`src/rtl/huff_pkg.sv`:
```
// Shared definitions for the canonical Huffman decoder: configuration
// table selectors and the configuration address width rule.
package huff_pkg;

   typedef enum logic {
      CFG_CNT = 1'b0,
      CFG_SYM = 1'b1
   } cfg_sel_e;

   // Address must reach both cnt[1..max_len] and sym[0..2**sym_w-1].
   function automatic int cfg_aw(input int max_len, input int sym_w);
      int len_aw;
      len_aw = $clog2(max_len + 1);
      return (len_aw > sym_w) ? len_aw : sym_w;
   endfunction

endpackage

```
`src/rtl/huff_cfg_tables.sv`:
```
// Length-count and symbol tables for the canonical Huffman decoder,
// written through the configuration port and read combinationally.
module huff_cfg_tables
   import huff_pkg::*;
#(
   parameter int SYM_W   = 3,
   parameter int MAX_LEN = 8,
   parameter int CFG_AW  = cfg_aw(MAX_LEN, SYM_W),
   parameter int LEN_W   = $clog2(MAX_LEN + 1)
) (
   input  logic              clk,
   input  logic              reset,
   input  logic              cfg_we,
   input  logic              cfg_sel,
   input  logic [CFG_AW-1:0] cfg_addr,
   input  logic [SYM_W:0]    cfg_data,
   input  logic [LEN_W-1:0]  rd_len,
   input  logic [SYM_W-1:0]  rd_addr,
   output logic [SYM_W:0]    cnt_val,
   output logic [SYM_W-1:0]  sym_val
);

   localparam logic [CFG_AW-1:0] ADDR_MAX = CFG_AW'(MAX_LEN);

   logic [SYM_W:0]   cnt_mem [1:MAX_LEN];
   logic [SYM_W-1:0] sym_mem [0:(2**SYM_W)-1];

   logic cnt_wr_ok;
   logic sym_wr_ok;

   assign cnt_wr_ok = (cfg_addr != '0) && (cfg_addr <= ADDR_MAX);
   assign sym_wr_ok = (cfg_addr >> SYM_W) == '0;

   // NOTE: the tables are reset explicitly because a cleared table has a
   // defined decode behaviour (every MAX_LEN bits yield one error), so
   // this storage must be flops, not an uninitialised RAM.
   always_ff @(posedge clk or posedge reset) begin
      if (reset) begin
         for (int i = 1; i <= MAX_LEN; i++) cnt_mem[i] <= '0;
         for (int i = 0; i < 2**SYM_W; i++) sym_mem[i] <= '0;
      end else if (cfg_we) begin
         if (cfg_sel == CFG_CNT) begin
            if (cnt_wr_ok) cnt_mem[cfg_addr[LEN_W-1:0]] <= cfg_data;
         end else begin
            if (sym_wr_ok) sym_mem[cfg_addr[SYM_W-1:0]] <= cfg_data[SYM_W-1:0];
         end
      end
   end

   assign cnt_val = cnt_mem[rd_len];
   assign sym_val = sym_mem[rd_addr];

endmodule

```
`src/rtl/huffman_decoder_canon.sv`:
```
// Bit-serial canonical Huffman decoder: one code bit per accepted beat,
// symbol or invalid-code flag registered one cycle after the final bit.
module huffman_decoder_canon
   import huff_pkg::*;
#(
   parameter int SYM_W   = 3,
   parameter int MAX_LEN = 8,
   localparam int CFG_AW = cfg_aw(MAX_LEN, SYM_W)
) (
   input  logic              clk,
   input  logic              reset,
   input  logic              in_bit,
   input  logic              in_valid,
   output logic              in_ready,
   output logic [SYM_W-1:0]  out_sym,
   output logic              out_err,
   output logic              out_valid,
   input  logic              out_ready,
   input  logic              cfg_we,
   input  logic              cfg_sel,
   input  logic [CFG_AW-1:0] cfg_addr,
   input  logic [SYM_W:0]    cfg_data
);

   localparam int CW    = MAX_LEN + 1;
   localparam int LEN_W = $clog2(MAX_LEN + 1);
   localparam int DW    = (CW > SYM_W + 1) ? CW : SYM_W + 1;

   logic [CW-1:0]    code_q, first_q;
   logic [SYM_W:0]   index_q;
   logic [LEN_W-1:0] len_q;

   logic [CW-1:0]    code_cur, diff;
   logic [DW-1:0]    diff_w;
   logic [SYM_W:0]   cnt_val;
   logic [SYM_W-1:0] sym_addr, sym_val;
   logic             accept, hit, last;

   huff_cfg_tables #(
      .SYM_W   (SYM_W),
      .MAX_LEN (MAX_LEN),
      .CFG_AW  (CFG_AW),
      .LEN_W   (LEN_W)
   ) u_tables (
      .clk      (clk),
      .reset    (reset),
      .cfg_we   (cfg_we),
      .cfg_sel  (cfg_sel),
      .cfg_addr (cfg_addr),
      .cfg_data (cfg_data),
      .rd_len   (len_q),
      .rd_addr  (sym_addr),
      .cnt_val  (cnt_val),
      .sym_val  (sym_val)
   );

   assign in_ready = ~out_valid | out_ready;
   assign accept   = in_valid & in_ready;

   // Codes of the current length occupy [first, first + cnt[len]).
   assign code_cur = code_q | CW'(in_bit);
   assign diff     = code_cur - first_q;
   assign diff_w   = DW'(diff);
   assign hit      = diff_w < DW'(cnt_val);
   assign last     = len_q == LEN_W'(MAX_LEN);
   assign sym_addr = SYM_W'(DW'(index_q) + diff_w);

   always_ff @(posedge clk or posedge reset) begin
      if (reset) begin
         code_q    <= '0;
         first_q   <= '0;
         index_q   <= '0;
         len_q     <= LEN_W'(1);
         out_sym   <= '0;
         out_err   <= 1'b0;
         out_valid <= 1'b0;
      end else begin
         // NOTE: a result loaded below overrides this clear because the
         // last non-blocking assignment in the block wins.
         if (out_valid && out_ready) out_valid <= 1'b0;

         if (cfg_we) begin
            code_q  <= '0;
            first_q <= '0;
            index_q <= '0;
            len_q   <= LEN_W'(1);
         end else if (accept) begin
            if (hit || last) begin
               out_sym   <= hit ? sym_val : '0;
               out_err   <= ~hit;
               out_valid <= 1'b1;
               code_q    <= '0;
               first_q   <= '0;
               index_q   <= '0;
               len_q     <= LEN_W'(1);
            end else begin
               index_q <= index_q + cnt_val;
               first_q <= (first_q + CW'(cnt_val)) << 1;
               code_q  <= code_cur << 1;
               len_q   <= len_q + LEN_W'(1);
            end
         end
      end
   end

endmodule
```
`config.mk`:
```
export PLATFORM = sky130hd
export DESIGN_NAME = huffman_decoder_canon
export DESIGN_NICKNAME = d
export VERILOG_FILES = /design/src/rtl/huff_pkg.sv /design/src/rtl/huff_cfg_tables.sv /design/src/rtl/huffman_decoder_canon.sv
export SDC_FILE = /design/constraint.sdc
export NUM_CORES = 1
export LEC_CHECK = 0
export CORE_ASPECT_RATIO = 0.75
export CORE_MARGIN = 8
export CORE_UTILIZATION = 57
export CTS_CLUSTER_SIZE = 12
export DETAILED_ROUTE_END_ITERATION = 8
export GPL_ROUTABILITY_DRIVEN = 0
export PLACE_DENSITY = 0.76
export SETUP_SLACK_MARGIN = 0.02
export SYNTH_ARGS = -nofsm -noshare
export SYNTH_HDL_FRONTEND = slang
export SYNTH_SLANG_ARGS = --single-unit
```
`constraint.sdc`:
```
create_clock -name clk -period 3.7 [get_ports clk]
set_input_delay 1.11 -clock clk [delete_from_list [all_inputs] [get_ports clk]]
set_output_delay 1.11 -clock clk [all_outputs]
set_load 0.01 [all_outputs]
```
### Word-level counts from Yosys, hierarchy flattened

Index checks and enable logic that the tools add are counted.

* register bits after elaboration: 87
* output and inout port bits: 6

* add/subtract/negate cells: 5
* $lt $le $gt $ge: 8
* eq/ne operators: 1
* mux-type cells: 29
* bitwise gates (word level): 11
* reduce and logical (&&, ||, !) cells: 11

Operators by type and width (count)
* 9-bit two-way mux: 6
* 4-bit two-way mux: 9
* 32-bit bitwise mux: 1
* 24-bit bitwise mux: 1
* 4-bit binary-select mux with 4-bit select: 1
* 4-bit demux with 4-bit select: 1
* 3-bit two-way mux: 4
* 5-bit greater-or-equal comparator, second input constant: 2
* 4-bit inverter with 5-bit output: 2
* 3-bit binary-select mux with 3-bit select: 1
* 3-bit demux with 3-bit select: 1
* 9-bit by 4-bit less-than comparator with 1-bit output: 1
* 9-bit by 1-bit bitwise OR with 9-bit output: 1
* 3-bit AND reduction: 3
* 9-bit subtractor: 1
* 8-bit by 4-bit adder with 8-bit output: 1
* 4-bit greater-or-equal comparator, second input constant: 2
* 3-bit inverter with 4-bit output: 2
* 5-bit by 1-bit less-than comparator with 1-bit output, second input constant: 1
* 4-bit by 1-bit adder with 4-bit output, second input constant: 1
* 4-bit adder: 1
* 4-bit == test, second input constant: 1
* 4-bit less-or-equal comparator, second input constant: 1
* 1-bit logical AND: 4
* 10 further kinds: 16

### Longest topological paths before layout

* depth in word-level cells: 9
* depth in mapped cells: 13

### Hierarchy

From an unflattened synthesis, not the netlist that was laid out.

* cells, all modules: 347
* area total of the unflattened synthesis: 4431.8 µm²

By module, submodules not included
* huff_cfg_tables: instances 1, cells each 182, area an instance 2658.8 µm², sequential area each 1401.3 µm²
* huffman_decoder_canon: instances 1, cells each 165, area an instance 1773.0 µm², sequential area each 701.9 µm²

### Worst setup path before layout

No wires, ideal clock.

* path type: reg2reg
* from: register len_q[1]
* to: register first_q[2]
* arrival time: 2.804 ns
* data required time: 3.579 ns
* slack: 0.775 ns
* cell stages (with the launch flop): 13
* buffers on the path: 2
* period minus slack after synthesis: 2.925 ns
* path through: dfrtp_1 > buf_6 > mux2_1 > a221o_1 > a22oi_2 > ha_1 > a21oi_1 > o221ai_1 > a2111oi_0 > and4b_2 > a21oi_4 > buf_6 > a22o_1

* cells in the longest elaborated chain, start to end: 9
* elaborated cells on any way between the ends: 11
* classes of those cells: add/sub: 1; order compare: 1; eq/ne: 1; mux: 6; bitwise: 1; reduce/logical: 1

RTL lines
* from (decl): RTL line huffman_decoder_canon.sv:31 `logic [LEN_W-1:0] len_q;`
* from (signal assigned): RTL line huffman_decoder_canon.sv:100 `len_q <= len_q + LEN_W'(1);`
* 4-bit inverter with 5-bit output (implied by the code): RTL line huff_cfg_tables.sv:50 `assign cnt_val = cnt_mem[rd_len];`
* 4-bit binary-select mux with 4-bit select: RTL line huff_cfg_tables.sv:50
* 4-bit two-way mux (implied by the code) (2 in series): RTL line huff_cfg_tables.sv:50
* 9-bit by 4-bit less-than comparator with 1-bit output: RTL line huffman_decoder_canon.sv:64 `assign hit = diff_w < DW'(cnt_val);`
* 1-bit logical OR: RTL line huffman_decoder_canon.sv:88 `if (hit || last) begin`
* 9-bit two-way mux (*): RTL line huffman_decoder_canon.sv:88
* 9-bit two-way mux (*): RTL line huffman_decoder_canon.sv:87 `end else if (accept) begin`
* 9-bit two-way mux (*): RTL line huffman_decoder_canon.sv:82 `if (cfg_we) begin`
* to (signal assigned): RTL line huffman_decoder_canon.sv:98 `first_q <= (first_q + CW'(cnt_val)) << 1;`
* to (decl): RTL line huffman_decoder_canon.sv:29 `logic [CW-1:0] code_q, first_q;`

Every way passes the cells marked *; elsewhere a longest branch is shown, timed or not. The select of a mux whose other input is x is not followed.
A chain may end at the register's enable or synchronous reset.

### Final worst setup path

* from: register len_q[0]
* to: register index_q[2]

* cells in the longest elaborated chain, start to end: 9
* elaborated cells on any way between the ends: 11
* classes of those cells: add/sub: 1; order compare: 1; eq/ne: 1; mux: 6; bitwise: 1; reduce/logical: 1

RTL lines
* 4-bit inverter with 5-bit output (implied by the code): RTL line huff_cfg_tables.sv:50
* 4-bit binary-select mux with 4-bit select: RTL line huff_cfg_tables.sv:50
* 4-bit two-way mux (implied by the code) (2 in series): RTL line huff_cfg_tables.sv:50
* 9-bit by 4-bit less-than comparator with 1-bit output: RTL line huffman_decoder_canon.sv:64
* 1-bit logical OR: RTL line huffman_decoder_canon.sv:88
* 4-bit two-way mux (*): RTL line huffman_decoder_canon.sv:88
* 4-bit two-way mux (*): RTL line huffman_decoder_canon.sv:87
* 4-bit two-way mux (*): RTL line huffman_decoder_canon.sv:82
* to (signal assigned): RTL line huffman_decoder_canon.sv:97 `index_q <= index_q + cnt_val;`
* to (decl): RTL line huffman_decoder_canon.sv:30 `logic [SYM_W:0] index_q;`

Marks and branches as above.

==> results by group <==
Status
  – Run status: complete, no violations

Logic synthesis
  – Total of flip-flops plus latches after synthesis: 84
  – Portion of the post-synthesis area used by sequential elements: 46.1%
  – Cell Area, Synth: 4560 sq um
  – Number of warnings printed during yosys synthesis: 0
  – Distinct cells, synth: 55
  – Leading register cell type out of synthesis: sky130_fd_sc_hd__dfrtp_1
  – Syn_nets: 401
  – Ys async rst share: 100%
  – Syn_area_per_cell: 12.5 sq um
  – Post-Syn Instances: 364
  – Count of flip-flops with a built-in enable after synthesis: 0

Floorplanning
  – Starting Density: 58.4%
  – Num ports: 21
  – Core area: 7810 sq um
  – Die boundary width: 119 microns
  – Site Rows: 28
  – Die area: 11100 sq um
  – Die Y-Extent: 93.5 microns

Global route
  – Vias in the first global route: 3115
  – First-pass GRT wire length: 16200 microns
  – Pin count of the biggest net entering global routing: 48
  – GRT overflow: 0
  – Gr usage total: 18.3%
  – Antenna violations before repair: 0

Finish
  – Inserted Diodes: 0
  – Register area: 2100 sq um
  – Number of nets in the layout: 423
  – Fraction of final layout cells with drive strength greater than 1: 10.7%
  – Footprint of the multi-input gates: 2280 sq um
  – Synthesis-to-finish area growth: 11.0%
  – Layout fillers: 623

Critical path
  – Nature of the critical path endpoint: flip-flop
  – Launch instance of the worst register-to-register path: len_q[0]
  – Setup slack of the most critical reg-to-reg path: 0.20 ns
  – R2r worst-path depth: 10
  – Required @ worst endpoint: 3.94 ns
  – Data arrival time of the critical path: 3.74 ns
  – Setup CP Type: reg2reg
  – Startpoint kind of the worst setup timing path: flip-flop
  – Largest fanout on the critical path: 23
  – Destination of the worst register-to-register timing path: index_q[2]

Pwr
  – Sw power: 1.42 mW
  – Final total power: 3.67 mW
  – Part of the power in the clock network: 18.6%
  – Part of the total power dissipated in combinational logic: 46.6%
  – Net switching share of the total power: 38.8%
  – Sequential Power Share: 34.7%
  – Internal power contribution: 2.25 mW
  – Worst voltage drop across the vdd grid: 0.409 mV
  – Power per cell area: 726 nW/um^2
  – Leakage component of the power: 2.30 nW

Clock tree
  – Clock slew seen by the registers of the worst setup and hold paths: 0.09 ns
  – Count of instances resized after the clock tree is built: 0
  – Clock tree from TritonCTS: yes
  – Hold-fix buffer count after cts: 0
  – Number of H-tree levels: 3
  – Post-CTS repair timing setup buffer count: 0
  – CTS max path bufs: 2
  – Latest clock arrival within the worst-skew pair: 0.36 ns
  – Total clock sinks: 84
  – Clock Tree Root: sky130_fd_sc_hd__clkbuf_8
  – CTS buffer count: 9

Placement
  – Post-detailed-placement half-perimeter wirelength: 7020 microns
  – Port-buffer cells: 20
  – Placement-stage worst setup slack: 0.235 ns

STA
  – Total negative slack for setup checks: 0 ns
  – Worst Skew: 0.00943 ns
  – Final Hold Fails: 0
  – Final setup violation count: 0
  – Min setup slack post-route: 0.203 ns
  – Fin crit share: 94.5%
  – Shortest clock period the worst path allows after layout: 3.50 ns
  – Slew margin rel.: 47.3%
  – Max-slew violation count: 0
  – Fmax: 0.286 GHz
  – Unrepaired setup endpoints after global routing: false
  – Worst Tran Pin Value: 0.783 ns

Drt
  – Number of DRC markers after the initial detailed-route iteration: 170
  – Sum of routed wire length over all layers: 9540 microns
  – Number of nets still failing antenna checks after routing: 0
  – Drt first pass iters: 4
  – Average wire per standard cell: 19.2 microns
  – Via density per instance: 6.02
  – Number of vias in the routed layout: 2986
  – Residual DRC: 0

Worst hold path
  – Hold path endpoint: u_tables.cnt_mem[4]
  – Hold Path Class: reg2reg
  – Start point of the worst hold path: u_tables.cnt_mem[4]
  – Cell count of the worst hold path: 1

Run
  – Max-cap viol count: 0
==> placed cells by master (no fill, tap or decap), types with 3 or more instances in the layout <==
cell type                         synthesis  final
sky130_fd_sc_hd__clkbuf_8                 0     10
sky130_fd_sc_hd__nor2_1                   9      9
sky130_fd_sc_hd__a221o_1                  4      4
sky130_fd_sc_hd__nor2b_1                  7      7
sky130_fd_sc_hd__inv_6                    0      3
sky130_fd_sc_hd__ha_1                    18     18
sky130_fd_sc_hd__xnor2_1                  8      8
sky130_fd_sc_hd__mux4_2                   8      8
sky130_fd_sc_hd__mux2_1                  59     59
sky130_fd_sc_hd__o21ai_0                  3      3
sky130_fd_sc_hd__buf_4                    2      5
sky130_fd_sc_hd__nor3b_1                  3      3
sky130_fd_sc_hd__and3_1                   3      3
sky130_fd_sc_hd__nor3_1                   3      3
sky130_fd_sc_hd__nand2_1                 23     23
sky130_fd_sc_hd__xor2_1                   5      5
sky130_fd_sc_hd__fa_1                     4      4
sky130_fd_sc_hd__a21oi_1                 11     11
sky130_fd_sc_hd__nand3_1                  3      3
sky130_fd_sc_hd__clkdlybuf4s50_1          0     20
sky130_fd_sc_hd__dfrtp_1                 83     83
sky130_fd_sc_hd__inv_1                   20     19
sky130_fd_sc_hd__a211oi_1                 3      3
sky130_fd_sc_hd__or3_1                    3      3
sky130_fd_sc_hd__nor4_1                   3      3
sky130_fd_sc_hd__a22o_1                  20     20
sky130_fd_sc_hd__a221oi_1                 3      3
sky130_fd_sc_hd__mux2i_1                 11     11
==> sequential cells by signal, indices dropped and copies added, names as in the netlist <==
| name | cells |
|---|---|
| len_q | 4 |
| out_sym | 3 |
| out_err | 1 |
| first_q | 8 |
| u_tables.cnt_mem | 32 |
| index_q | 3 |
| u_tables.sym_mem | 24 |
| code_q | 8 |
| out_valid | 1 |
==> final cells by class <==
type / instances / area share (%)
Clock buffer: 10 / 2.72
Timing Repair Buffer: 26 / 5.09
Sequential cell: 84 / 41.6
Inverter: 21 / 1.58
Tap cell: 105 / 2.60
Multi-Input combinational cell: 244 / 45.1
Clock inverter: 6 / 1.36
==> synthesized netlist by cell type, drive strengths merged, types with 3 or more instances <==
master	instances	area, sq um
dfrtp	83	2080
mux2	60	679
nand2	24	92.6
inv	21	78.8
a22o	20	175
ha	18	225
a21oi	12	71.3
mux2i	11	110
nor2	9	33.8
buf	8	70.1
mux4	8	180
xnor2	8	70.1
clkbuf	7	26.3
nor2b	7	43.8
xor2	5	43.8
a221o	4	40.0
fa	4	80.1
a211oi	3	22.5
a221oi	3	26.3
and3	3	18.8
nand3	3	15.0
nor3	3	15.0
nor3b	3	22.5
nor4	3	18.8
o21ai	3	15.0
or3	3	18.8
==> routing by layer <==
layer | vias to the layer above | wire [microns] | GRT usage [%]
li1 | 1382 | - | -
met1 | 1520 | 4590 | 25.5
met2 | 69 | 4240 | 28.0
met3 | 15 | 553 | 4.58
met4 | 0 | 157 | 4.62
met5 | - | 0 | 0
==> how the worst max path moves through the flow <==
stage | endpoint | from | slack [ns] | cells past startpoint
after floorplan | code_q[1] | reset | 0.43 | 1
after global placement | in_ready | out_ready | 0.33 | 3
after detailed placement | index_q[2] | len_q[0] | 0.24 | 10
after CTS | index_q[2] | len_q[0] | 0.23 | 10
after global routing | index_q[2] | len_q[0] | 0.04 | 10
final | index_q[2] | len_q[0] | 0.20 | 10
==> cell families (layout without fill, tap and decap cells) <==
family / after synthesis / count (layout) / share of synthesized area [%]
adders and majority gates: 22 / 22 / 6.70
muxes: 79 / 79 / 21.3
AOI/OAI and AO/OA: 58 / 58 / 10.5
buffers and inverters: 36 / 63 / 3.84
and+or+nand+nor: 72 / 72 / 9.06
DFF: 84 / 84 / 46.1
xor gates and xnor gates: 13 / 13 / 2.50
==> power by group through the flow <==
| stage | Sequential (mW) | Combinational, mW | Clock [mW] |
|---|---|---|---|
| floorplan | 1.23 | 1.38 | 0 |
| global placement | 1.27 | 1.64 | 0 |
| detailed placement | 1.29 | 1.69 | 0 |
| CTS | 1.27 | 1.71 | 0.693 |
| global route | 1.30 | 1.88 | 0.740 |
| finish | 1.27 | 1.71 | 0.685 |
==> critical path, stage by stage, from the launching register on <==
cell and delay [ns]:
sky130_fd_sc_hd__dfstp_2 0.69, sky130_fd_sc_hd__and2b_1 0.27, sky130_fd_sc_hd__a221o_1 0.37, sky130_fd_sc_hd__a22oi_2 0.23, sky130_fd_sc_hd__ha_1 0.29, sky130_fd_sc_hd__a21oi_1 0.16
sky130_fd_sc_hd__o221ai_1 0.13, sky130_fd_sc_hd__a2111oi_0 0.30, sky130_fd_sc_hd__and4b_2 0.38, sky130_fd_sc_hd__a21oi_4 0.19, sky130_fd_sc_hd__a221o_1 0.38
==> per-stage QoR <==
stage          utilization (%)  hold WS, ns  instances  cell area, sq um
6_report                  64.8        0.494        496              5060
5_1_grt                   64.8        0.517        496              5060
4_1_cts                   64.8        0.496        496              5060
3_5_place_dp              62.1        0.472        480              4850
3_3_place_gp              62.1        0.462        480              4850
2_1_floorplan                -        0.453        364              4560
No activity file was read; power rests on OpenSTA's default activity.
==> RTL change 1, RTL diff (same settings) <==
`MAX_LEN` is set to 8 in 2 places; all go to 4.
--- a/src/rtl/huff_cfg_tables.sv
+++ b/src/rtl/huff_cfg_tables.sv
@@ -4,7 +4,7 @@
    import huff_pkg::*;
 #(
    parameter int SYM_W   = 3,
-   parameter int MAX_LEN = 8,
+   parameter int MAX_LEN = 4,
    parameter int CFG_AW  = cfg_aw(MAX_LEN, SYM_W),
    parameter int LEN_W   = $clog2(MAX_LEN + 1)
 ) (
--- a/src/rtl/huffman_decoder_canon.sv
+++ b/src/rtl/huffman_decoder_canon.sv
@@ -4,7 +4,7 @@
    import huff_pkg::*;
 #(
    parameter int SYM_W   = 3,
-   parameter int MAX_LEN = 8,
+   parameter int MAX_LEN = 4,
    localparam int CFG_AW = cfg_aw(MAX_LEN, SYM_W)
 ) (
    input  logic              clk,
Ports: changed (resized cfg_addr); port bits go from 21 to 20. No check against the original RTL was run, so the function may have changed too.
==> RTL change 1 against the unedited design <==
Non-clock buffer count is 3 lower; sequential cell count is 25 lower; final area is 29% lower; area after synthesis is 32% lower; first-iteration DRC count is 52% lower; sequential share of layout area is 0.56 points lower; worst hold slack better by 4.7 ps; worst setup slack better by 120 ps; wire length is 36% lower; total power is 24% lower; count of clock-buffer cells in the layout is 1 higher.
==> RTL change 1: results (changes against the unedited design) <==
stage;metric;value;unit;change
run_status;status;finished, final reports clean;;
synth;yosysSeqAreaShare;47.76;%;+1.6 points
clocking;cts_buffer_depth;2;;unchanged
min_path;hold_class;reg -> reg;;
clocking;clk-insertion-delay-late;340;ps;-20 ps
timing;slew_headroom;38.37;%;-8.9 points
synth;synth.distinct_cells;42;;-24%
cells_and_area;fillers;418;;-33%
synth;async_reset_ff_share;100.0;%;unchanged
synth;synth_flop_cell;dfrtp_1;;
synth;ys_warn_count;0;;unchanged
grt;grt_pass1_wl;10520;um;-35%
synth;synthCells;242;;-34%
placement;post_dp_cell_area;3362;um^2;-31%
cells_and_area;final_nets;297;;-30%
timing;slew_viol_final;0;;unchanged
detailed_routing;drt-pass1-iter-count;4;;unchanged
placement;dp_hpwl;4425;um;-37%
detailed_routing;drt_iter0_markers;81;;-52%
grt;grt_max_degree;46;;-4.2%
detailed_routing;post_drt_wl_per_cell;17.55;um;-8.8%
timing;skew;10.52;ps;+1.096 ps
grt;grt_pass1_vias;2045;;-34%
clocking;clkTransAtPathRegs;60;ps;-30 ps
cells_and_area;top_regs;u_tables.sym_mem: 24 flops, u_tables.cnt_mem: 16 flops;;
pwr;ir_drop;0.3612;mV;-12%
placement;portBuffers;19;;-5.0%
cells_and_area;drive_gt1_share;28.21;%;+17 points
synth;synth_area_leaders;dfrtp_1 (47%), mux2_2 (15%), ha_1 (4.4%), mux4_2 (4.4%), a22o_1 (3.1%);;
grt;grt_usage;17.10;%;-1.2 points
synth;synth_common_cells;dfrtp_1 (58), mux2_2 (41), inv_1 (19);;
pwr;p_leak;0.001599;uW;-30%
worst_setup_path;crit_fanout;3;;-87%
worst_setup_path;cp-start-kind;primary input;;
clocking;post_cts_buffers;0;;unchanged
clocking;cts_resized;0;;unchanged
detailed_routing;avgViaCountPerCell;5.560;;-7.6%
cells_and_area;diodes;0;;unchanged
clocking;clockRootBuffer;clkbuf_8;;
synth;synth_nets;271;;-32%
clocking;cts_buffers;9;;unchanged
clocking;htree_levels;3;;unchanged
grt;antenna_found_initial;0;;unchanged
==> RTL change 1: power breakdown <==
group          switching [uW]  internal (uW)
registers                 120            811
logic                     577            551
clock network             251            464
total                     948           1830
==> RTL change 1: cell families after synthesis <==
logic type                 count (synthesis)  synth area share (%)
xor gates and xnor gates                   7                 1.981
adders and majority gates                 15                 7.036
DFF                                       59                 47.76
AOI/OAI and AO/OA                         33                 9.382
and+or+nand+nor                           46                 8.128
muxes                                     55                 21.92
buffers and inverters                     27                 3.801
==> RTL change 1: critical path: stages <==
cell and delay, ps:
clkdlybuf4s50_1 400, nor2b_1 180, inv_1 90, clkdlybuf4s50_1 490
==> RTL change 1: metal layers <==
| metal | up-vias | wire, um | track usage (%) |
|---|---|---|---|
| li1 | 918 | - | - |
| met1 | 971 | 2958 | 23.68 |
| met2 | 38 | 2645 | 24.25 |
| met3 | 8 | 438 | 6.185 |
| met4 | 0 | 65 | 5.333 |
| met5 | - | 0 | 0 |
==> RTL change 1: metrics by stage <==
step / util, % / std cells / total power [uW] / setup slack, ps
detailed placement: 63.49 / 332 / 2053 / 314.9
finish: 68.05 / 348 / 2773 / 317.9
global route: 68.05 / 348 / 2958 / 268.5
CTS: 68.05 / 348 / 2791 / 303.6
global placement: 63.49 / 332 / 2014 / 347.1
floorplan: - / 242 / 1802 / 856.9
==> RTL change 1: final timing paths <==
path | from | endpoint | depth (start not counted) | slack [ps]
setup / recovery | out_ready | in_ready | 4 | 320
hold / removal | out_err | out_err | 1 | 500
setup reg to reg | len_q[0] | out_sym[0] | 11 | 550
hold reg to reg | out_err | out_err | 1 | 500
min in group asynchronous | reset | out_sym[0] | 2 | 1290
max in group asynchronous | reset | u_tables.sym_mem[4] | 3 | 1700
==> RTL change 1: final cells by class <==
| cell class | instances | area share (%) |
|---|---|---|
| timing repair buffer | 23 | 6.111 |
| clock inverter | 5 | 2.778 |
| multi-input combinational | 156 | 41.60 |
| clock buffer | 11 | 3.924 |
| inverter | 19 | 1.979 |
| tap | 75 | 2.604 |
| sequential | 59 | 41.01 |
==> RTL change 2, RTL diff (same flow settings) <==
Made on the original files. Register the inputs `cfg_we`, `cfg_sel`, `cfg_addr` and `cfg_data` before use. The logic sees them one clock later. The other inputs are not delayed to match.
--- a/src/rtl/huffman_decoder_canon.sv
+++ b/src/rtl/huffman_decoder_canon.sv
@@ -26,6 +26,18 @@
    localparam int LEN_W = $clog2(MAX_LEN + 1);
    localparam int DW    = (CW > SYM_W + 1) ? CW : SYM_W + 1;
 
+   logic cfg_we_q;
+   logic cfg_sel_q;
+   logic [CFG_AW-1:0] cfg_addr_q;
+   logic [SYM_W:0] cfg_data_q;
+
+   always_ff @(posedge clk) begin
+      cfg_we_q   <= cfg_we;
+      cfg_sel_q  <= cfg_sel;
+      cfg_addr_q <= cfg_addr;
+      cfg_data_q <= cfg_data;
+   end
+
    logic [CW-1:0]    code_q, first_q;
    logic [SYM_W:0]   index_q;
    logic [LEN_W-1:0] len_q;
@@ -44,10 +56,10 @@
    ) u_tables (
       .clk      (clk),
       .reset    (reset),
-      .cfg_we   (cfg_we),
-      .cfg_sel  (cfg_sel),
-      .cfg_addr (cfg_addr),
-      .cfg_data (cfg_data),
+      .cfg_we   (cfg_we_q),
+      .cfg_sel  (cfg_sel_q),
+      .cfg_addr (cfg_addr_q),
+      .cfg_data (cfg_data_q),
       .rd_len   (len_q),
       .rd_addr  (sym_addr),
       .cnt_val  (cnt_val),
@@ -79,7 +91,7 @@
          // last non-blocking assignment in the block wins.
          if (out_valid && out_ready) out_valid <= 1'b0;
 
-         if (cfg_we) begin
+         if (cfg_we_q) begin
             code_q  <= '0;
             first_q <= '0;
             index_q <= '0;
Function: changed (Yosys sat finds a counterexample within 4 cycles, from zero or initial values and one cycle with reset high).
==> RTL change 2 against the unedited design <==
Area after synthesis increased by 2.0%; worst hold slack got worse by 2.2 ps; wire length is 3.5% lower; global-route usage down 0.57 points; critical path depth fell by 6; sequential cell count grew 10; worst setup slack gained 140 ps; sequential power is 11% higher; first-iteration DRC count up 41%; utilization is 0.63 points higher; total power increased by 4.2%; final area up 2.3%; critical endpoint is now in_ready; largest cell class is now flip-flops and latches.
==> RTL change 2: results (changes against the unedited design) <==
stage;metric;value;unit;change
min_path;hold_start;first_q[7];;
worst_setup_path;rr_worst_depth;11;;+1
run_status;status;finished, final reports clean;;
grt;grt_use_met3;5.706;%;+1.1 points
timing;slew_headroom;24.48;%;-23 points
worst_setup_path;crit_fanout;3;;-87%
worst_setup_path;arrival;2250;ps;-1490 ps
pwr;switching_share;35.18;%;-3.6 points
worst_setup_path;r2r_slack;340;ps;+140 ps
cells_and_area;drive_gt1_share;24.00;%;+13 points
pwr;ir_drop;0.4285;mV;+4.7%
synth;synth.distinct_cells;51;;-7.3%
synth;synth_common_cells;dfrtp_1 (83), mux2_2 (60), inv_1 (24), nand2_1 (24), ha_1 (18);;
grt;grt_pass1_wl;15660;um;-3.2%
detailed_routing;drt_iter0_markers;240;;+41%
pwr;net-switching-power;1346;uW;-5.5%
detailed_routing;drt-pass1-iter-count;5;;+1
placement;post_dp_cell_area;4985;um^2;+2.7%
detailed_routing;routed_wl;9207;um;-3.5%
pwr;p_leak;0.002326;uW;+1.3%
worst_setup_path;critPathLaunch;out_ready;;
synth;synth_nets;408;;+1.7%
grt;grt_usage;17.74;%;-0.57 points
grt;grtUsageMet2;26.54;%;-1.5 points
cells_and_area;final_nets;432;;+2.1%
synth;synth_area_leaders;dfrtp_1 (45%), mux2_2 (15%), ha_1 (4.8%), dfxtp_1 (4.3%), mux4_2 (3.9%);;
min_path;worstHoldEndpoint;first_q[7];;
grt;grt_max_degree;52;;+8.3%
placement;dp_hpwl;6543;um;-6.9%
-- RTL change 2: changes by cell type after synthesis, moves of 3 or more --
cell,delta
dfxtp_1,+10
o21ai_0,+9
a21o_1,+5
a22o_1,-7
nor2_1,-3
mux2_1,-59
a21oi_1,-3
mux2_2,+60
o22ai_1,+3
a221o_1,-3
inv_1,+4
-- RTL change 2: cell type report --
class                           count  area [um^2]
Fill cell                         605         2740
Sequential cell                    94         2303
Multi-Input combinational cell    240         2188
Timing Repair Buffer               26        270.3
Clock buffer                       13        148.9
Tap cell                          105        131.4
Inverter                           24        91.34
Clock inverter                      3        43.79
-- RTL change 2: routing by layer --
| metal | up-vias | part of all wire (%) |
|---|---|---|
| met5 | - | 0 |
| met3 | 11 | 4.8 |
| li1 | 1401 | - |
| met4 | 0 | 1.3 |
| met1 | 1500 | 51 |
| met2 | 62 | 43 |
-- RTL change 2: per-stage QoR --
| step | hold WS [ps] | setup WS (ps) | util [%] |
|---|---|---|---|
| after detailed placement | 479.2 | 46.36 | 62.96 |
| after floorplan | 449.8 | 270.8 | - |
| after CTS | 500.8 | 325.0 | 65.39 |
| final | 491.8 | 338.0 | 65.39 |
| after global placement | 466.3 | 139.1 | 62.96 |
| after global routing | 525.4 | 171.4 | 65.39 |
-- RTL change 2: cells by family after synthesis --
logic type / synth area share (%)
compound gates: 9.791
flops: 49.52
buf+inv: 3.443
mux: 20.33
fa+ha+maj: 6.563
xor+xnor: 2.071
simple gates: 8.284
-- RTL change 2: worst max-delay path, cell delays in order --
cell and delay, ps:
clkdlybuf4s50_1 450, inv_1 50, nand2_1 100, clkdlybuf4s50_1 540
